File: config.mk
export PLATFORM = sky130hd
export DESIGN_NAME = led_scan_decoder
export DESIGN_NICKNAME = d
export VERILOG_FILES = /design/src/rtl/led_scan_decoder.sv
export SDC_FILE = /design/constraint.sdc
export NUM_CORES = 1
export LEC_CHECK = 0
export ABC_AREA = 1
export CAP_MARGIN = 20
export CORE_MARGIN = 3
export CORE_UTILIZATION = 39
export DETAILED_ROUTE_END_ITERATION = 12
export RECOVER_POWER = 25
export SYNTH_ARGS = -nofsm -noshare
export SYNTH_HDL_FRONTEND = slang
export SYNTH_SLANG_ARGS = --single-unit
export TNS_END_PERCENT = 20
File: constraint.sdc
create_clock -name CLK -period 2.8 [get_ports CLK]
set_input_delay 0.28 -clock CLK [delete_from_list [all_inputs] [get_ports CLK]]
set_output_delay 0.28 -clock CLK [all_outputs]
set_load 0.03 [all_outputs]
File: src/rtl/led_scan_decoder.sv
// Purpose : rebuild 8x8 RGB frames from a sampled column-scan bus and check red-vs-wall overlap.
// Latency : rd_rgb 1 cycle after address; frame_done 1 cycle after the last sample; overlap_valid 9 cycles after frame_done.
// Backpr. : none -- every scan_valid sample is absorbed; a stalled partial frame is dropped after TIMEOUT idle cycles.
//
// Ports:
//   CLK, Clear            clock, synchronous active-high reset
//   scan_valid, S         sample strobe and column select
//   position_R/G/B        active-low row vectors of the sampled column
//   rd_col, rd_row        read address into the committed frame
//   rd_rgb                {R,G,B} of the addressed pixel, active-high, registered
//   frame_done            one-cycle pulse when a frame is committed
//   frame_count           committed frames, wraps at 256
//   overlap, overlap_valid latched overlap result and its update pulse
//   col_seen              columns sampled at least once in the last committed frame
//   stale                 a partial frame was discarded on timeout
module led_scan_decoder #(
   parameter int FRAME_LEN = 24,
   parameter int TIMEOUT   = 1000000
) (
   input  logic       CLK,
   input  logic       Clear,
   input  logic       scan_valid,
   input  logic [2:0] S,
   input  logic [7:0] position_R,
   input  logic [7:0] position_G,
   input  logic [7:0] position_B,
   input  logic [2:0] rd_col,
   input  logic [2:0] rd_row,
   output logic [2:0] rd_rgb,
   output logic       frame_done,
   output logic [7:0] frame_count,
   output logic       overlap,
   output logic       overlap_valid,
   output logic [7:0] col_seen,
   output logic       stale
);

   localparam int IDLE_W = $clog2(TIMEOUT + 1);
   localparam logic [7:0]        LAST_SAMPLE = 8'(FRAME_LEN - 1);
   localparam logic [IDLE_W-1:0] IDLE_MAX    = IDLE_W'(TIMEOUT);
   localparam logic [IDLE_W-1:0] IDLE_PRE    = IDLE_W'(TIMEOUT - 1);
   localparam logic [IDLE_W-1:0] IDLE_ONE    = 1;

   typedef enum logic [1:0] {ST_IDLE, ST_CHECK, ST_DONE} state_t;

   // Frame planes are [column][row], active-high.
   logic [7:0][7:0]   shd_r_q, shd_g_q, shd_b_q;
   logic [7:0][7:0]   shd_r_d, shd_g_d, shd_b_d;
   logic [7:0]        shd_seen_q, shd_seen_d;
   logic [7:0][7:0]   com_r_q, com_g_q, com_b_q;
   logic [7:0]        cnt_q, cnt_d;
   logic [IDLE_W-1:0] idle_q, idle_d;
   logic              commit, discard;
   logic              frame_done_q, stale_q;
   logic [7:0]        frame_count_q, col_seen_q;
   logic [2:0]        rd_rgb_q;

   state_t            state_q, state_d;
   logic [2:0]        col_q, col_d;
   logic              hit_q, hit_d;
   logic              overlap_q;
   logic              col_hit, ld_overlap;

   // ------------------------------------------------------------ accumulation
   always_comb begin
      // The commit sample is folded in through the _d planes so it is not lost.
      commit  = scan_valid && (cnt_q == LAST_SAMPLE);
      // Fires only on the cycle the idle counter reaches TIMEOUT, never again while saturated.
      discard = !scan_valid && (idle_q == IDLE_PRE) && (cnt_q != 8'd0);

      shd_r_d    = shd_r_q;
      shd_g_d    = shd_g_q;
      shd_b_d    = shd_b_q;
      shd_seen_d = shd_seen_q;
      if (scan_valid) begin
         shd_r_d[S]    = shd_r_q[S] | ~position_R;
         shd_g_d[S]    = shd_g_q[S] | ~position_G;
         shd_b_d[S]    = shd_b_q[S] | ~position_B;
         shd_seen_d[S] = 1'b1;
      end

      if (commit || discard)
         cnt_d = 8'd0;
      else if (scan_valid)
         cnt_d = cnt_q + 8'd1;
      else
         cnt_d = cnt_q;

      if (scan_valid)
         idle_d = '0;
      else if (idle_q == IDLE_MAX)
         idle_d = idle_q;
      else
         idle_d = idle_q + IDLE_ONE;
   end

   always_ff @(posedge CLK) begin
      if (Clear) begin
         shd_r_q       <= '0;
         shd_g_q       <= '0;
         shd_b_q       <= '0;
         shd_seen_q    <= '0;
         com_r_q       <= '0;
         com_g_q       <= '0;
         com_b_q       <= '0;
         cnt_q         <= '0;
         idle_q        <= '0;
         frame_done_q  <= 1'b0;
         stale_q       <= 1'b0;
         frame_count_q <= '0;
         col_seen_q    <= '0;
         rd_rgb_q      <= '0;
      end else begin
         cnt_q        <= cnt_d;
         idle_q       <= idle_d;
         frame_done_q <= commit;
         // Read uses the pre-edge buffer; an address held in the frame_done cycle sees the new frame.
         rd_rgb_q     <= {com_r_q[rd_col][rd_row], com_g_q[rd_col][rd_row], com_b_q[rd_col][rd_row]};
         if (commit || discard) begin
            shd_r_q    <= '0;
            shd_g_q    <= '0;
            shd_b_q    <= '0;
            shd_seen_q <= '0;
         end else begin
            shd_r_q    <= shd_r_d;
            shd_g_q    <= shd_g_d;
            shd_b_q    <= shd_b_d;
            shd_seen_q <= shd_seen_d;
         end
         if (commit) begin
            com_r_q       <= shd_r_d;
            com_g_q       <= shd_g_d;
            com_b_q       <= shd_b_d;
            col_seen_q    <= shd_seen_d;
            frame_count_q <= frame_count_q + 8'd1;
            stale_q       <= 1'b0;
         end else if (discard) begin
            stale_q       <= 1'b1;
         end
      end
   end

   // ------------------------------------------------------------ overlap check FSM
   assign col_hit = |(com_r_q[col_q] & (com_g_q[col_q] | com_b_q[col_q]));

   always_ff @(posedge CLK) begin
      if (Clear) begin
         state_q   <= ST_IDLE;
         col_q     <= '0;
         hit_q     <= 1'b0;
         overlap_q <= 1'b0;
      end else begin
         state_q <= state_d;
         col_q   <= col_d;
         hit_q   <= hit_d;
         if (ld_overlap)
            overlap_q <= hit_d;
      end
   end

   always_comb begin
      state_d = state_q;
      col_d   = col_q;
      hit_d   = hit_q;
      // A fresh commit always restarts the scan, discarding any check in flight.
      if (frame_done_q) begin
         state_d = ST_CHECK;
         col_d   = 3'd0;
         hit_d   = 1'b0;
      end else begin
         case (state_q)
            ST_CHECK: begin
               hit_d = hit_q | col_hit;
               col_d = col_q + 3'd1;
               if (col_q == 3'd7)
                  state_d = ST_DONE;
            end
            ST_DONE:  state_d = ST_IDLE;
            default:  state_d = ST_IDLE;
         endcase
      end
   end

   always_comb begin
      overlap_valid = 1'b0;
      ld_overlap    = 1'b0;
      if (state_q == ST_DONE)
         overlap_valid = 1'b1;
      // Result is latched on the CHECK->DONE edge so overlap is valid alongside the pulse.
      if ((state_q == ST_CHECK) && (col_q == 3'd7) && !frame_done_q)
         ld_overlap = 1'b1;
   end

   assign rd_rgb      = rd_rgb_q;
   assign frame_done  = frame_done_q;
   assign frame_count = frame_count_q;
   assign overlap     = overlap_q;
   assign col_seen    = col_seen_q;
   assign stale       = stale_q;

endmodule

==> results of run 1 <==
[worst register-to-register path, delay by kind of cell (launching register included)]
kind	cells	cell delay, ns
AO/OA/AOI/OAI	1	0.21
buffers and inverters	3	1.22
flip-flops	1	0.32
adder cells (fa/ha/maj)	1	0.23
AND/OR/NAND/NOR	3	0.40
[worst paths after layout]
| kind | cells past startpoint | start | slack [ns] | end |
|---|---|---|---|---|
| hold reg to reg | 2 | col_seen[3] | 0.45 | col_seen[3] |
| setup / recovery | 10 | rd_col[1] | 0.26 | rd_rgb[0] |
| setup reg to reg | 8 | cnt_q[0] | 0.36 | com_r_q[27] |
| hold / removal | 2 | col_seen[3] | 0.45 | col_seen[3] |
[routing by layer]
| layer | global-route usage, % | vias to the layer above |
|---|---|---|
| met1 | 32.5 | 8433 |
| met4 | 9.16 | 0 |
| met3 | 4.92 | 168 |
| li1 | - | 8842 |
| met2 | 39.5 | 779 |
| met5 | 0 | - |
[stage by stage]
stage	hold slack (ns)	setup WS (ns)	total power, W	cell area [um^2]
global route	0.475	0.143	0.0148	22200
floorplan	0.359	0.977	0.00740	19200
finish	0.452	0.258	0.0144	22200
detailed placement	0.446	0.243	0.00784	20600
global placement	0.447	0.281	0.00783	20600
CTS	0.462	0.405	0.0145	22200
[flip-flops by register name (all words and copies together) (netlist names)]
name	count
shd_g_q	64
hit_q	1
frame_count	8
cnt_q	8
col_q	3
idle_q	20
com_g_q	64
com_r_q	64
frame_done	1
rd_rgb	3
col_seen	8
state_q	2
shd_b_q	64
overlap	1
stale	1
shd_r_q	64
com_b_q	64
shd_seen_q	8
[power by group through the flow]
stage	clock network, W	registers [W]	logic, W
finish	0.00667	0.00654	0.00118
global route	0.00703	0.00654	0.00128
CTS	0.00675	0.00653	0.00117
detailed placement	0	0.00667	0.00117
global placement	0	0.00667	0.00116
floorplan	0	0.00667	0.000737
[logic make-up (layout without fill, tap and decap cells)]
family          Yosys count  after routing  synth area share [%]
compound gates          776            776                  21.5
buf+inv                 296            323                  6.82
flops                   448            448                  46.7
xor+xnor                  4              4                 0.182
simple gates           1102           1102                  24.3
fa+ha+maj                 7              7                 0.456
[area by class of cell]
class / count / share of cell area, %
clock buffers: 68 / 6.21
repair buffers: 119 / 6.07
inverters: 117 / 2.00
multi-input cells: 1889 / 40.5
clock inverters: 19 / 1.19
well taps: 656 / 3.69
flip-flops and latches: 448 / 40.4
[layout by cell type, fill, tap and decap left out, types with 15 or more instances in the layout]
cell type,synthesis,layout
buf_12,0,27
dlygate4sd3_1,0,25
o22ai_1,46,46
nor3_1,15,15
nor3_4,20,20
nor2_1,427,419
nand2_1,497,497
a21oi_1,79,79
buf_4,9,29
clkdlybuf4s50_1,0,31
nand3_1,106,105
clkbuf_16,0,50
o21ai_0,251,290
inv_1,107,107
o211ai_1,25,25
o31ai_1,20,20
o21ai_1,332,293
clkbuf_1,91,16
dfxtp_1,448,448
==> results.sh, run 1 <==
export IMPL_rsz0062_at_grt="false"
export IMPL_sw_frac_of_total_pct=24.7
export IMPL_port_buffer_count=58
export IMPL_pwr_share_comb_pct=8.2
export IMPL_nets=2668
export IMPL_yosysSeqAreaShare_pct=46.7
export IMPL_synth_edf_count=0
export IMPL_yosys_warnings=0
export IMPL_fmax_mhz=393
export IMPL_cts_resized=0
export IMPL_detail_route_iter0_violations=1856
export IMPL_num_antenna_cells=0
export IMPL_core_area_um2=48100
export IMPL_synth_nets=2676
export IMPL_slew_limit_headroom_pct=27.9
export IMPL_finalNonFillerCells=3316
export IMPL_hold_class="reg2reg"
export IMPL_cts_root_buffer="clkbuf_16"
export IMPL_clk_pin_slew_ns=0.06
export IMPL_clock_skew_ns=0.0264
export IMPL_synth_largest_area_cell="dfxtp_1"
export IMPL_crit_family="buffers and inverters"
export IMPL_p_per_area_nw_per_um2=647
export IMPL_pin_count=59
export IMPL_p_leak_nw=7.71
export IMPL_num_rows=80
export IMPL_place_inst=3228
export IMPL_dr_max_layer_used="met4"
export IMPL_gp_congestion=0.932
export IMPL_final_max_slew_viol_count=0
export IMPL_path_cells="dlygate4sd3_1 > inv_2 > buf_4 > clkbuf_1 > o21ai_0 > o211ai_1 > nand3_1 > nand3_1 > nand3_1 > a21oi_1"
export IMPL_critical_path_class="in2reg"
export IMPL_cts_tree="done"
export IMPL_dp_hpwl_um=42200
export IMPL_final_fill_count=4775
export IMPL_post_route_util_pct=46.2
export IMPL_critPathCaptureType="flop"
export IMPL_worst_slew_pin_slew_ns=1.08
export IMPL_setup_tns_ns=0
export IMPL_hold_buffers=0
export IMPL_cp_data_required_time_ns=3.29
export IMPL_clock_sinks=448
export IMPL_area_growth_pct=15.8
export IMPL_drt_pass1_iterations=6
export IMPL_ys_top_cells_by_count="497 x nand2_1, 448 x dfxtp_1, 427 x nor2_1"
export IMPL_start_kind="input pin"
export IMPL_grt_pass1_wl_um=100000
export IMPL_cpPeakStageDelay_ns=0.74
export IMPL_yosysMostFrequentCell="nand2_1"
export IMPL_die_area_um2=51900
export IMPL_drive_gt1_share_pct=7.07
export IMPL_antenna_found_initial=0
export IMPL_route_met2_wl_um=29300
export IMPL_synth_area_top_cells="dfxtp_1 47%, nand2_1 9.7%, o21ai_1 8.7%, nor2_1 8.4%, o21ai_0 6.5%"
export IMPL_vias=18222
export IMPL_synth_flop_cell="dfxtp_1"
export IMPL_final_hold_violation_count=0
export IMPL_internal_power_w=0.0108
export IMPL_synth_area_um2=19200
export IMPL_avgSynthCellArea_um2=7.29
export IMPL_vdd_drop_max_mv=0.426
export IMPL_period_needed_ns=2.54
export IMPL_crit_top_cell="nand3_1"
export IMPL_cp_slowest_cell="clkbuf_1"
export IMPL_first_global_vias=17105
export IMPL_routed_via_density=5.50
export IMPL_synth_seq_cells=448
export IMPL_overflow=0
export IMPL_routed_wl_um=65300
export IMPL_grt_max_degree=107
export IMPL_final_period_utilization_pct=90.8
export IMPL_cts_buffers=50
export IMPL_grt_usage_pct=24.5
export IMPL_status="completed"
export IMPL_die_x_um=228
export IMPL_synth_cell_types=39
export IMPL_switching_power_w=0.00355
export IMPL_clock_latency_ns=0.61
export IMPL_ant_nets=0
export IMPL_pwr_share_seq_pct=45.5
export IMPL_maxCapViolations=0
export IMPL_drc_errors=0
export IMPL_cts_buffer_depth=3
export IMPL_cp_arrival_ns=3.03
export IMPL_power_frac_clock_pct=46.4
export IMPL_cts_htree_levels=2
export IMPL_die_h_um=228
export IMPL_crit_fanout=18
export IMPL_syn_inst=2633
export IMPL_finalSetupViolCount=0
export IMPL_seq_area_um2=8970
export IMPL_crit_buf_inv=4
export IMPL_dr_wl_met3_um=5610
export IMPL_cts_setup_buffers=0
export IMPL_start_util_pct=39.9
export IMPL_synth_top_area_share_pct=46.7
export IMPL_multi_input_area_um2=8990
export IMPL_routedWlPerCell_um=19.7
export IMPL_met1_length_um=27800
export IMPL_async_flop_share_pct=0
No activity file was read; power rests on OpenSTA's default activity.
==> run 2: changes to the inputs <==
--- a/config.mk
+++ b/config.mk
@@ -10,6 +10,7 @@
 export CORE_MARGIN = 3
 export CORE_UTILIZATION = 39
 export DETAILED_ROUTE_END_ITERATION = 12
+export DONT_BUFFER_PORTS = 1
 export RECOVER_POWER = 25
 export SYNTH_ARGS = -nofsm -noshare
 export SYNTH_HDL_FRONTEND = slang
==> run 2 against run 1 <==
  * First-iteration DRC count fell by 5.2%
  * Via count fell by 0.70%
  * Maximum frequency fell by 0.84%
  * Highest routed layer unchanged
  * Clock power fell by 3%
  * Register-to-register slack better by 0.10 ns
  * Clock-buffer cell count shrank 2
  * Clock skew shrank 0.012 ns
  * Sequential power about the same
  * Combinational power is 15% lower
==> results.sh, run 2 (synthesized netlist as in run 1, its figures left out) <==
export IMPL_num_rows=80
export IMPL_die_x_um=228
export IMPL_setup_slack_ns=0.237
export IMPL_cts_root_buffer="clkbuf_16"
export IMPL_drc_errors=0
export IMPL_final_period_utilization_pct=91.5
export IMPL_routed_via_density=5.56
export IMPL_nets=2603
export IMPL_multi_input_area_um2=8990
export IMPL_drive_gt1_share_pct=6.90
export IMPL_status="completed"
export IMPL_rsz0062_at_grt="false"
export IMPL_p_leak_nw=7.32
export IMPL_period_needed_ns=2.56
export IMPL_cts_tree="done"
export IMPL_slew_limit_headroom_pct=27.7
export IMPL_power_w=0.0140
export IMPL_cp_arrival_ns=3.03
export IMPL_drt_pass1_iterations=8
export IMPL_ant_nets=0
export IMPL_vias=18094
export IMPL_final_common_cell="nand2_1"
export IMPL_start_kind="input pin"
export IMPL_cts_resized=0
export IMPL_routedWlPerCell_um=20.2
export IMPL_worst_slew_pin_slew_ns=1.08
export IMPL_vdd_drop_max_mv=0.444
export IMPL_fmax_mhz=390
export IMPL_whs_ns=0.0351
export IMPL_post_route_util_pct=44.5
export IMPL_p_per_area_nw_per_um2=655
export IMPL_maxCapViolations=0
export IMPL_grt_pass1_wl_um=101000
export IMPL_clk_pin_slew_ns=0.06
export IMPL_cts_htree_levels=2
export IMPL_final_max_slew_viol_count=0
export IMPL_critical_path_class="in2reg"
export IMPL_finalSetupViolCount=0
export IMPL_post_place_ws_ns=0.491
export IMPL_pin_count=59
export IMPL_first_global_vias=16967
export IMPL_port_buffer_count=0
export IMPL_die_area_um2=51900
export IMPL_detail_route_iter0_violations=1759
export IMPL_layout_common_cells="497 x nand2_1, 448 x dfxtp_1, 420 x nor2_1"
export IMPL_grt_max_degree=107
export IMPL_start_util_pct=39.9
export IMPL_cts_buffers=46
export IMPL_final_fill_count=4843
export IMPL_crit_fanout=41
export IMPL_gp_congestion=0.897
export IMPL_critPathCaptureType="flop"
export IMPL_final_hold_violation_count=0
export IMPL_clock_sinks=448
export IMPL_overflow=0
export IMPL_cts_buffer_depth=3
export IMPL_routed_wl_um=65800
export IMPL_core_area_um2=48100
export IMPL_seq_area_um2=8970
export IMPL_area_growth_pct=11.7
export IMPL_hold_class="in2reg"
export IMPL_dp_hpwl_um=43300
export IMPL_clock_skew_ns=0.0142
export IMPL_clock_latency_ns=0.58
export IMPL_die_h_um=228
export IMPL_grt_usage_pct=24.6
export IMPL_antenna_found_initial=0
export IMPL_cp_data_required_time_ns=3.27
export IMPL_setup_tns_ns=0
[run 2: layer usage]
layer | GRT usage (%) | wire [um] | up-vias
met5 | 0 | 0 | -
met4 | 9.69 | 2480 | 0
met3 | 3.34 | 4420 | 154
met2 | 39.5 | 29800 | 673
met1 | 33.6 | 29100 | 8531
li1 | - | - | 8736
[run 2: final cells by class]
type | count | share of cell area (%)
diodes | 2 | 0.0233
well taps | 656 | 3.83
clock inverters | 16 | 0.992
flip-flops and latches | 448 | 41.8
repair buffers | 58 | 2.87
multi-input cells | 1889 | 41.9
clock buffers | 66 | 6.48
inverters | 117 | 2.07
[run 2: final timing paths]
kind                                    start             end  slack, ns  cells past startpoint
worst min-delay path               scan_valid  frame_count[2]       0.04                      4
worst min register to register  shd_seen_q[3]   shd_seen_q[3]       0.47                      2
worst max-delay path                rd_col[1]       rd_rgb[2]       0.24                      9
worst max register to register      idle_q[0]     shd_r_q[20]       0.46                      9
[run 2: worst max-delay path: stages]
cell           delay [ns]
inv_2                0.53
clkbuf_1             0.70
nand2_1              0.12
o211ai_1             0.12
nand2_1              0.07
o21ai_0              0.26
nand3_1              0.10
dlygate4sd3_1        0.56
a21oi_1              0.26
[run 2: power breakdown]
part / internal, W / switching (W)
sequential: 0.00648 / 0.0000616
combinational: 0.000305 / 0.000698
clock: 0.00390 / 0.00260
[run 2: through the flow]
step | cells | instance area [um^2]
2_1_floorplan | 2633 | 19200
3_3_place_gp | 3163 | 19800
3_5_place_dp | 3163 | 19800
4_1_cts | 3250 | 21500
5_1_grt | 3250 | 21400
6_report | 3252 | 21400
[run 2: what timing repair did]
item                                   4_1_cts  5_1_grt
hold buffers                                 5        0
buffers inserted                             0        0
endpoints found under the hold margin       23        0
==> run 3: changes to the inputs <==
--- a/config.mk
+++ b/config.mk
@@ -5,8 +5,9 @@
 export SDC_FILE = /design/constraint.sdc
 export NUM_CORES = 1
 export LEC_CHECK = 0
-export ABC_AREA = 1
+export ABC_AREA = 0
 export CAP_MARGIN = 20
+export CORE_ASPECT_RATIO = 1.25
 export CORE_MARGIN = 3
 export CORE_UTILIZATION = 39
 export DETAILED_ROUTE_END_ITERATION = 12
==> run 3 against run 2 <==
  * Synthesized cell count down 16%
  * Non-clock buffer count up 70
  * Worst hold slack better by 0.0052 ns
  * Combinational power down 23%
  * Cell count down 12%
  * Critical endpoint is now com_b_q[25]
  * Largest power group unchanged
  * Maximum frequency down 3.8%
  * Core utilization up 0.34 points
  * Critical path depth down 2
==> results.sh, run 3 <==
export IMPL_status="completed"
export IMPL_synth_cell_types=48
export IMPL_seq_area_um2=8970
export IMPL_critical_path_class="reg2reg"
export IMPL_final_fill_count=4895
export IMPL_crit_fanout=31
export IMPL_nets=2214
export IMPL_ys_top_cells_by_count="448 x dfxtp_1, 377 x nor2_1, 232 x a21oi_1"
export IMPL_synth_area_top_cells="dfxtp_1 43%, mux4_2 10%, nor2_1 6.8%, a211oi_1 6.4%, a211oi_2 6.0%"
export IMPL_drive_gt1_share_pct=15.5
export IMPL_avgSynthCellArea_um2=9.39
export IMPL_hold_class="in2reg"
export IMPL_cts_buffer_depth=3
export IMPL_synth_edf_count=0
export IMPL_multi_input_area_um2=10600
export IMPL_maxCapViolations=0
export IMPL_dp_hpwl_um=42300
export IMPL_top_usage_layer="met2"
export IMPL_synth_flop_cell="dfxtp_1"
export IMPL_cts_htree_levels=2
export IMPL_die_area_um2=55900
export IMPL_grt_usage_pct=22.8
export IMPL_grt_pass1_wl_um=99600
export IMPL_place_inst=2711
export IMPL_synth_simple_gate_area_share_pct=15.5
export IMPL_core_area_um2=52000
export IMPL_num_rows=93
export IMPL_period_needed_ns=2.67
export IMPL_yosys_mux_area_fraction_pct=11.7
export IMPL_finalNonFillerCells=2875
export IMPL_cts_buffers=45
export IMPL_final_max_slew_viol_count=0
export IMPL_synth_seq_cells=448
export IMPL_yosys_warnings=0
export IMPL_use_met3_pct=3.44
export IMPL_die_h_um=264
export IMPL_routed_via_density=5.92
export IMPL_synthXorXnorAreaFrac_pct=1.23
export IMPL_cts_root_buffer="clkbuf_16"
export IMPL_p_per_area_nw_per_um2=580
export IMPL_fmax_mhz=375
export IMPL_yosysSeqAreaShare_pct=43.3
export IMPL_synth_largest_area_cell="dfxtp_1"
export IMPL_syn_inst=2206
export IMPL_setup_slack_ns=0.135
export IMPL_synth_nets=2249
export IMPL_pin_count=59
export IMPL_vdd_drop_max_mv=0.356
export IMPL_synth_compound_area_share_pct=22.3
export IMPL_drc_errors=0
export IMPL_vias=17014
export IMPL_worst_slew_pin_slew_ns=0.953
export IMPL_yosysMostFrequentCell="dfxtp_1"
export IMPL_synth_top_family_by_area="compound AO/OA/AOI/OAI gates"
export IMPL_post_place_ws_ns=0.458
export IMPL_synth_top_area_share_pct=43.3
export IMPL_slew_limit_headroom_pct=36.5
export IMPL_final_hold_violation_count=0
export IMPL_final_common_cell="dfxtp_1"
export IMPL_clock_sinks=448
export IMPL_clock_skew_ns=0.0252
export IMPL_post_route_util_pct=44.9
export IMPL_die_x_um=212
export IMPL_routedWlPerCell_um=22.6
export IMPL_start_kind="flop"
export IMPL_synth_area_um2=20700
export IMPL_final_period_utilization_pct=95.2
export IMPL_gp_congestion=0.943
export IMPL_whs_ns=0.0404
export IMPL_port_buffer_count=0
export IMPL_grtUsageMet2_pct=38.4
export IMPL_cp_arrival_ns=3.16
export IMPL_ant_nets=0
export IMPL_clock_latency_ns=0.56
export IMPL_p_leak_nw=7.72
export IMPL_grt_max_degree=146
export IMPL_layout_common_cells="448 x dfxtp_1, 377 x nor2_1, 232 x a21oi_1"
export IMPL_start_util_pct=39.8
export IMPL_cts_tree="done"
export IMPL_critPathCaptureType="flop"
export IMPL_routed_wl_um=65000
export IMPL_use_met1_pct=29.4
export IMPL_first_global_vias=16673
export IMPL_synth_fa_ha_area_share_pct=0.423
export IMPL_cp_data_required_time_ns=3.30
export IMPL_async_flop_share_pct=0
export IMPL_area_growth_pct=12.7
export IMPL_clk_pin_slew_ns=0.06
export IMPL_overflow=0
export IMPL_finalSetupViolCount=0
export IMPL_drt_pass1_iterations=6
export IMPL_detail_route_iter0_violations=1665
export IMPL_antenna_found_initial=4
run 3: logic make-up (layout without fill, tap and decap cells):
logic type | after synthesis | count (layout)
simple gates | 734 | 735
compound gates | 647 | 647
flops | 448 | 448
buf+inv | 215 | 215
mux | 126 | 126
xor+xnor | 29 | 29
fa+ha+maj | 7 | 7
other cells | 0 | 3
run 3: repair_timing:
item	4_1_cts	5_1_grt
hold buffers	75	1
endpoints found under the setup margin	0	22
gates resized for setup	0	3
buffers inserted	0	1
hold endpoints to repair	221	1
run 3: power by group:
group          internal (W)  switching, W  leakage, nW
clock               0.00365       0.00259        0.752
sequential          0.00647     0.0000521         3.62
combinational      0.000284      0.000490         3.35
total                0.0104       0.00313         7.72
run 3: worst max-delay path, stage by stage, from the launching register on:
cell and delay [ns]:
dfxtp_1 0.39, ha_1 0.18, and3_2 0.34, nand3_4 0.31, buf_4 0.38, a211o_1 0.27, a21oi_1 0.14, dlygate4sd3_1 0.57
run 3: worst paths after layout:
check | from | to | slack, ns | depth (start not counted)
setup / recovery | cnt_q[0] | com_b_q[25] | 0.13 | 7
hold / removal | S[1] | shd_seen_q[1] | 0.04 | 3
setup reg to reg | cnt_q[0] | com_b_q[25] | 0.13 | 7
hold reg to reg | shd_seen_q[5] | shd_seen_q[5] | 0.46 | 2
run 3: through the flow:
step	setup TNS (ns)	power, W	area [um^2]
3_3_place_gp	0	0.00738	21100
4_1_cts	0	0.0136	23400
2_1_floorplan	0	0.00739	20700
6_report	0	0.0135	23300
5_1_grt	-0.113	0.0140	23300
3_5_place_dp	0	0.00739	21100
run 3: layout make-up:
class	count	share of cell area [%]
diodes	3	0.0322
clock buffers	72	5.91
clock inverters	11	0.606
inverters	4	0.0643
multi-input cells	1544	45.5
flip-flops and latches	448	38.4
well taps	665	3.56
repair buffers	128	5.92
run 3: layer usage:
metal | routed length [um] | share of wire, % | vias to the layer above
met3 | 4380 | 6.7 | 150
met1 | 26200 | 40 | 8310
met4 | 2680 | 4.1 | 2
met2 | 31700 | 49 | 651
li1 | - | - | 7901
met5 | 13 | 0.020 | -
